## config.mk

```make
export PLATFORM = sky130hd
export DESIGN_NAME = spidergon_output_port_arbiter
export DESIGN_NICKNAME = d
export VERILOG_FILES = /design/src/rtl/spidergon_output_port_arbiter.sv
export SDC_FILE = /design/constraint.sdc
export NUM_CORES = 1
export LEC_CHECK = 0
export ABC_AREA = 1
export CAP_MARGIN = 20
export CORE_ASPECT_RATIO = 1.1
export CORE_MARGIN = 2
export CORE_UTILIZATION = 49
export CTS_CLUSTER_SIZE = 12
export DETAILED_ROUTE_END_ITERATION = 12
export GPL_ROUTABILITY_DRIVEN = 0
export PLACE_DENSITY = 0.8
export SLEW_MARGIN = 10
export SYNTH_ARGS = -nofsm -noshare
export SYNTH_HDL_FRONTEND = slang
export SYNTH_SLANG_ARGS = --single-unit
```

## constraint.sdc

```tcl
create_clock -name clk -period 3.7 [get_ports clk]
set_input_delay 0.925 -clock clk [delete_from_list [all_inputs] [get_ports clk]]
set_output_delay 0.925 -clock clk [all_outputs]
set_load 0.005 [all_outputs]
```

## src/rtl/spidergon_output_port_arbiter.sv

```systemverilog
// Round-robin wormhole arbiter for one spidergon output port.
// Grants one head-of-line flit per cycle and holds the port for a packet from HEAD to TAIL.
module spidergon_output_port_arbiter #(
    parameter  int NUM_OF_REQUESTERS       = 4,
    parameter  int NUM_OF_VIRTUAL_CHANNELS = 2,
    localparam int VC_W = (NUM_OF_VIRTUAL_CHANNELS > 1) ? $clog2(NUM_OF_VIRTUAL_CHANNELS) : 1,
    localparam int OW   = (NUM_OF_REQUESTERS > 1) ? $clog2(NUM_OF_REQUESTERS) : 1
) (
    input  logic                                clk,
    input  logic                                reset,
    input  logic [NUM_OF_REQUESTERS-1:0]        req_valid,
    input  logic [2*NUM_OF_REQUESTERS-1:0]      req_flit_type,
    input  logic [VC_W*NUM_OF_REQUESTERS-1:0]   req_vc,
    input  logic [NUM_OF_VIRTUAL_CHANNELS-1:0]  adjacent_node_vc_are_full,
    output logic [NUM_OF_REQUESTERS-1:0]        grant,
    output logic [VC_W-1:0]                     grant_vc,
    output logic                                flit_output_valid,
    output logic                                port_locked,
    output logic [OW-1:0]                       lock_owner,
    output logic                                protocol_error
);

    localparam logic [1:0] TAIL   = 2'b00;
    localparam logic [1:0] HEAD   = 2'b01;

    typedef enum logic {IDLE, LOCKED} state_t;

    state_t          state, next_state;
    logic [OW-1:0]   rr_ptr, next_rr;
    logic [OW-1:0]   next_owner;
    logic [VC_W-1:0] locked_vc, next_locked_vc;
    logic            tail_gap, next_gap;
    logic            set_error;

    logic [1:0]      flit_type [NUM_OF_REQUESTERS];
    logic [VC_W-1:0] vc_of     [NUM_OF_REQUESTERS];
    logic [NUM_OF_REQUESTERS-1:0] eligible;

    logic [OW-1:0]   idx, winner;
    logic            found;

    always_comb begin
        for (int i = 0; i < NUM_OF_REQUESTERS; i++) begin
            flit_type[i] = req_flit_type[2*i +: 2];
            vc_of[i]     = req_vc[VC_W*i +: VC_W];
            eligible[i]  = req_valid[i] && !adjacent_node_vc_are_full[vc_of[i]];
        end
    end

    always_ff @(posedge clk) begin
        if (reset) begin
            state          <= IDLE;
            rr_ptr         <= '0;
            lock_owner     <= '0;
            locked_vc      <= '0;
            tail_gap       <= 1'b0;
            protocol_error <= 1'b0;
        end else begin
            state          <= next_state;
            rr_ptr         <= next_rr;
            lock_owner     <= next_owner;
            locked_vc      <= next_locked_vc;
            tail_gap       <= next_gap;
            protocol_error <= protocol_error | set_error;
        end
    end

    // Bit 0 of the flit type marks a packet start (HEAD or HEADER); the
    // cycle after a TAIL is kept grant-free so a tail and a head never abut.
    always_comb begin
        grant          = '0;
        grant_vc       = '0;
        next_state     = state;
        next_rr        = rr_ptr;
        next_owner     = lock_owner;
        next_locked_vc = locked_vc;
        next_gap       = 1'b0;
        set_error      = 1'b0;
        found          = 1'b0;
        winner         = '0;
        idx            = '0;

        case (state)
            IDLE: begin
                for (int i = 0; i < NUM_OF_REQUESTERS; i++) begin
                    if (req_valid[i] && !flit_type[i][0])
                        set_error = 1'b1;
                end
                if (!tail_gap) begin
                    for (int off = 0; off < NUM_OF_REQUESTERS; off++) begin
                        idx = OW'((int'(rr_ptr) + off) % NUM_OF_REQUESTERS);
                        if (!found && eligible[idx] && flit_type[idx][0]) begin
                            found  = 1'b1;
                            winner = idx;
                        end
                    end
                end
                if (found) begin
                    grant[winner] = 1'b1;
                    grant_vc      = vc_of[winner];
                    next_rr       = OW'((int'(winner) + 1) % NUM_OF_REQUESTERS);
                    if (flit_type[winner] == HEAD) begin
                        next_state     = LOCKED;
                        next_owner     = winner;
                        next_locked_vc = vc_of[winner];
                    end
                end
            end
            LOCKED: begin
                if (req_valid[lock_owner]) begin
                    if (flit_type[lock_owner][0] || vc_of[lock_owner] != locked_vc) begin
                        set_error = 1'b1;
                    end else if (!adjacent_node_vc_are_full[locked_vc]) begin
                        grant[lock_owner] = 1'b1;
                        grant_vc          = locked_vc;
                        if (flit_type[lock_owner] == TAIL) begin
                            next_state = IDLE;
                            next_owner = '0;
                            next_gap   = 1'b1;
                        end
                    end
                end
            end
            default: next_state = IDLE;
        endcase

        if (reset) begin
            grant    = '0;
            grant_vc = '0;
        end
    end

    assign flit_output_valid = |grant;
    assign port_locked       = (state == LOCKED);

endmodule
```

==> results of run 1 <==
through the flow:
stage	hold slack (ns)	utilization [%]	worst slack, ns	std cells	setup TNS, ns
4_1_cts	0.470	91.5	-0.0227	319	-0.0227
3_5_place_dp	0.460	78.4	-0.826	294	-4.56
3_3_place_gp	0.459	78.4	-0.742	294	-3.93
2_1_floorplan	0.466	-	0.293	201	0
Yosys cell counts (2+ instances only):
master	n	area share (%)
nand2_1	58	18
inv_1	29	9.2
nand3_1	20	8.5
nor2_1	14	4.5
a21oi_1	13	5.5
dfxtp_1	8	14
nand4_1	8	4.3
o21ai_0	7	3.0
nand2_2	6	3.2
ha_1	4	4.3
inv_2	3	0.96
nand3_2	3	2.6
o211ai_1	3	1.9
o22ai_1	3	1.6
nand2_4	2	1.9
nand3_4	2	3.0
or2_1	2	1.1
kinds of logic after synthesis:
family | share of synthesized area, %
buffers and inverters | 12.0
adder cells (fa/ha/maj) | 4.25
multiplexers | 0.850
XOR/XNOR | 1.38
AND/OR/NAND/NOR | 51.9
flip-flops | 13.6
AO/OA/AOI/OAI | 16.0
timing repair:
item                                    CTS
pin swaps                                41
setup buffers                            22
endpoints found under the setup margin    6
resized for setup                       140
==> results_dict.tcl, run 1 <==
set metrics [dict create \
    outcome "aborted with a tool error" \
    lastStage "global routing (5_1_grt)" \
    error "[ERROR DPL-0038] Utilization greater than 100%, impossible to legalize" \
    cts_num_sinks 8 \
    crit_endpoint "grant_vc" \
    ys.flop_type "dfxtp_1" \
    cts_made_buffers 3 \
    synth-edff-count 0 \
    placed_area_um2 1770 \
    die_h_um 55.4 \
    synth_area_um2 1180 \
    synth_async_sr_flop_share_pct 0 \
    htreeDepth 1 \
    grt_max_degree 10 \
    cts_buffer_depth 2 \
    synthCells 201 \
    die_w_um 50.7 \
    postCtsHoldBufs 0 \
    synth_cell_types 33 \
    ys_seq_elements 8 \
    ios 30 \
    yosysWarnings 0 \
    hpwlAfterDp_um 3340 \
    synthesis.nets 225 \
    seq_area_frac_synth_pct 13.6 \
    rows 18 \
    port_buffers 29 \
    cts-root-buf "clkbuf_4" \
    avgSynthCellArea_um2 5.86 \
    initial_core_util_pct 52.3 \
    endpoint_type "output port" \
]
==> inputs of run 2 (changes only) <==
- CORE_AREA: unset -> 2 2 63 65
- CORE_ASPECT_RATIO: 1.1 -> unset
- CORE_MARGIN: 2 -> unset
- CORE_UTILIZATION: 49 -> unset
- CTS_CLUSTER_SIZE: 12 -> unset
- DIE_AREA: unset -> 0 0 65 67
- PLACE_DENSITY: 0.8 -> unset
- PLACE_DENSITY_LB_ADDON: unset -> 0.15
==> run 2 against run 1 <==
Against the previous run: the run now ends clean; synthesized area did not move; synthesized cell count unchanged.
==> results_dict.tcl, run 2 <==
set metrics [dict create \
    outcome "finished clean" \
    synthCells 201 \
    reg2reg_depth 20 \
    grt_max_degree 9 \
    fmax_mhz 275 \
    whs_endpoint "protocol_error$_SDFF_PP0_" \
    synth_area_um2 1180 \
    max_stage_delay_ns 0.27 \
    fin_ws_ns 0.0661 \
    port_buffers 29 \
    cts_num_sinks 8 \
    core_um2 3610 \
    seqPwrFrac_pct 8.2 \
    die_h_um 67 \
    synth_most_common_cell "nand2_1" \
    viasPerCell 4.88 \
    synthesis.nets 225 \
    routed_wl_um 4260 \
    finalMaxSlewViolations 0 \
    avgSynthCellArea_um2 5.86 \
    grt_use_total_pct 19.3 \
    grt_antenna_before_repair 0 \
    yosys.area.top_type "nand2_1" \
    grt_pass1_wl_um 6500 \
    post-route-drc-count 0 \
    ys.flop_type "dfxtp_1" \
    worst-setup-path-type "in2out" \
    final_common_cell "buf_4" \
    netlist_top_cells_count "nand2_1, inv_1, nand3_1" \
    regToRegSetupSlack_ns 1.14 \
    cts_buffer_depth 2 \
    ir_drop_uv 344 \
    ant_nets 0 \
    power_frac_clock_pct 5.7 \
    p_leak_nw 1.00 \
    clk-insertion-delay-late_ns 0.23 \
    worstPathMaxFanout 4 \
    layout-drive-gt1-share_pct 53.1 \
    tightest_slew_ns 0.332 \
    crit_chain "buf_8 -> clkinv_4 -> nand2_4 -> nand4_1 -> nand2_2 -> nand2_2 -> nand2_2 -> nor2_4 -> nand4_4 -> a21oi_4 -> buf_6 -> ha_4 -> nand2_2 -> a21oi_2 -> nor2_1 -> nand2_1 -> buf_2" \
    min-delay-start "protocol_error$_SDFF_PP0_" \
    globalRoute.totalOverflow 0 \
    fin_skew_ns 0.00219 \
    post-route-period-util_pct 98.2 \
    grt_pass1_vias 1430 \
    p_sw_share_pct 50.8 \
    power_density_nw_per_um2 869 \
    finalPower_w 0.00186 \
    rows 22 \
    cts-root-buf "clkbuf_8" \
    area_growth_pct 81.8 \
    htreeDepth 1 \
    drtIter0Drc 106 \
    dr.pass1.iters 4 \
    p_comb_share_pct 86.1 \
    pre_cts_slack_ns -0.805 \
    cap_violations 0 \
    cpMostUsedCell "nand2_2" \
    nets 301 \
    start_kind "input pin" \
    postCtsHoldBufs 0 \
    synth.top_cell.area_share_pct 18.5 \
    die_w_um 65 \
    setup_viol 0 \
    synth_cell_types 33 \
    yosys-top-cells-area "nand2_1, dfxtp_1, inv_1, nand3_1, a21oi_1" \
    num_vias 1577 \
    hold_path_depth 2 \
    cts.clk_slew.worst_paths_ns 0.04 \
    antennaDiodeCount 0 \
    p_int_w 0.000914 \
    switching_power_w 0.000945 \
    initial_core_util_pct 32.7 \
    cts_tree "yes" \
    end_kind "primary output" \
    top_regs "lock_owner: 2 flops, rr_ptr: 2 flops" \
    synth_async_sr_flop_share_pct 0 \
    crit_path_top_delay_cell "a21oi_4" \
    period_needed_ns 3.63 \
    rr_startpoint "rr_ptr[0]$_SDFFE_PP0P_" \
    hold_class "reg2reg" \
    die-area_um2 4360 \
    worst_ep_arrival_time_ns 2.71 \
    yosysWarnings 0 \
    r2r-end "locked_vc$_SDFFE_PP0P_" \
    hold_violations 0 \
    cts_made_buffers 3 \
    synth-edff-count 0 \
    routedWlPerCell_um 13.2 \
    hpwlAfterDp_um 3170 \
    ios 30 \
    layout_common_cells "buf_4, nand2_2, nand2_1" \
    seq_area_frac_synth_pct 13.6 \
    ys_seq_elements 8 \
    slew_headroom_pct 77.8 \
    required_ns 2.77 \
    rsz0062_at_grt "yes" \
]
[run 2: cell counts after synthesis]
No cell type changed its count.
[run 2: cell families after synthesis]
group,Yosys count,synth area share [%]
XOR/XNOR,1,1.38
buffers and inverters,36,12.0
AO/OA/AOI/OAI,31,16.0
multiplexers,1,0.850
adder cells (fa/ha/maj),4,4.25
AND/OR/NAND/NOR,120,51.9
flip-flops,8,13.6
[run 2: worst max path at each step]
stage	slack, ns	end	depth (start not counted)	from
floorplan	0.29	flit_output_valid	15	req_vc[3]
global placement	-0.82	flit_output_valid	17	adjacent_node_vc_are_full[1]
detailed placement	-0.80	flit_output_valid	17	adjacent_node_vc_are_full[1]
CTS	0.005	grant_vc	14	req_flit_type[2]
global route	-0.06	flit_output_valid	17	req_vc[3]
finish	0.07	flit_output_valid	17	req_vc[3]
[run 2: final cells by class]
class	count	area [µm²]
fillers	347	1470
multi-input cells	158	1130
repair buffers	73	604
flip-flops and latches	8	160
inverters	33	144
well taps	48	60.1
clock buffers	3	41.3
[run 2: timing repair]
action                     4_1_cts  5_1_grt
gates resized for setup        116       57
setup endpoints to repair        6        6
cloned                           1        0
pin swaps                       38       37
buffers inserted                 9        3
[run 2: worst max-delay path: cells and delay by family]
family          cells  cell delay (ns)
compound gates      2             0.42
simple gates       10             0.86
fa+ha+maj           1             0.12
buf+inv             4             0.38
[run 2: metal layers]
| layer | vias to the layer above | part of all wire [%] | global-route usage (%) |
|---|---|---|---|
| met5 | - | 0 | 0 |
| met4 | 0 | 0.80 | 4.79 |
| met3 | 4 | 3.6 | 2.87 |
| met2 | 39 | 49 | 33.2 |
| met1 | 721 | 46 | 25.0 |
| li1 | 813 | - | - |
[run 2: power by group through the flow]
stage / clock network, W / registers (W) / logic [W]
final: 0.000106 / 0.000153 / 0.00160
after global routing: 0.000113 / 0.000158 / 0.00173
after CTS: 0.000109 / 0.000151 / 0.00143
after detailed placement: 0 / 0.000151 / 0.00120
after global placement: 0 / 0.000151 / 0.00120
after floorplan: 0 / 0.000135 / 0.000737
[run 2: metrics by stage]
step | utilization [%] | hold WS [ns] | cells | setup TNS, ns | area (µm²)
floorplan | - | 0.466 | 201 | 0 | 1180
global placement | 49.0 | 0.464 | 309 | -4.39 | 1770
detailed placement | 49.0 | 0.461 | 309 | -4.46 | 1770
CTS | 54.0 | 0.476 | 320 | 0 | 1950
global route | 59.4 | 0.486 | 323 | -0.0996 | 2140
finish | 59.4 | 0.469 | 323 | 0 | 2140
(Power assumes the default switching activity.)
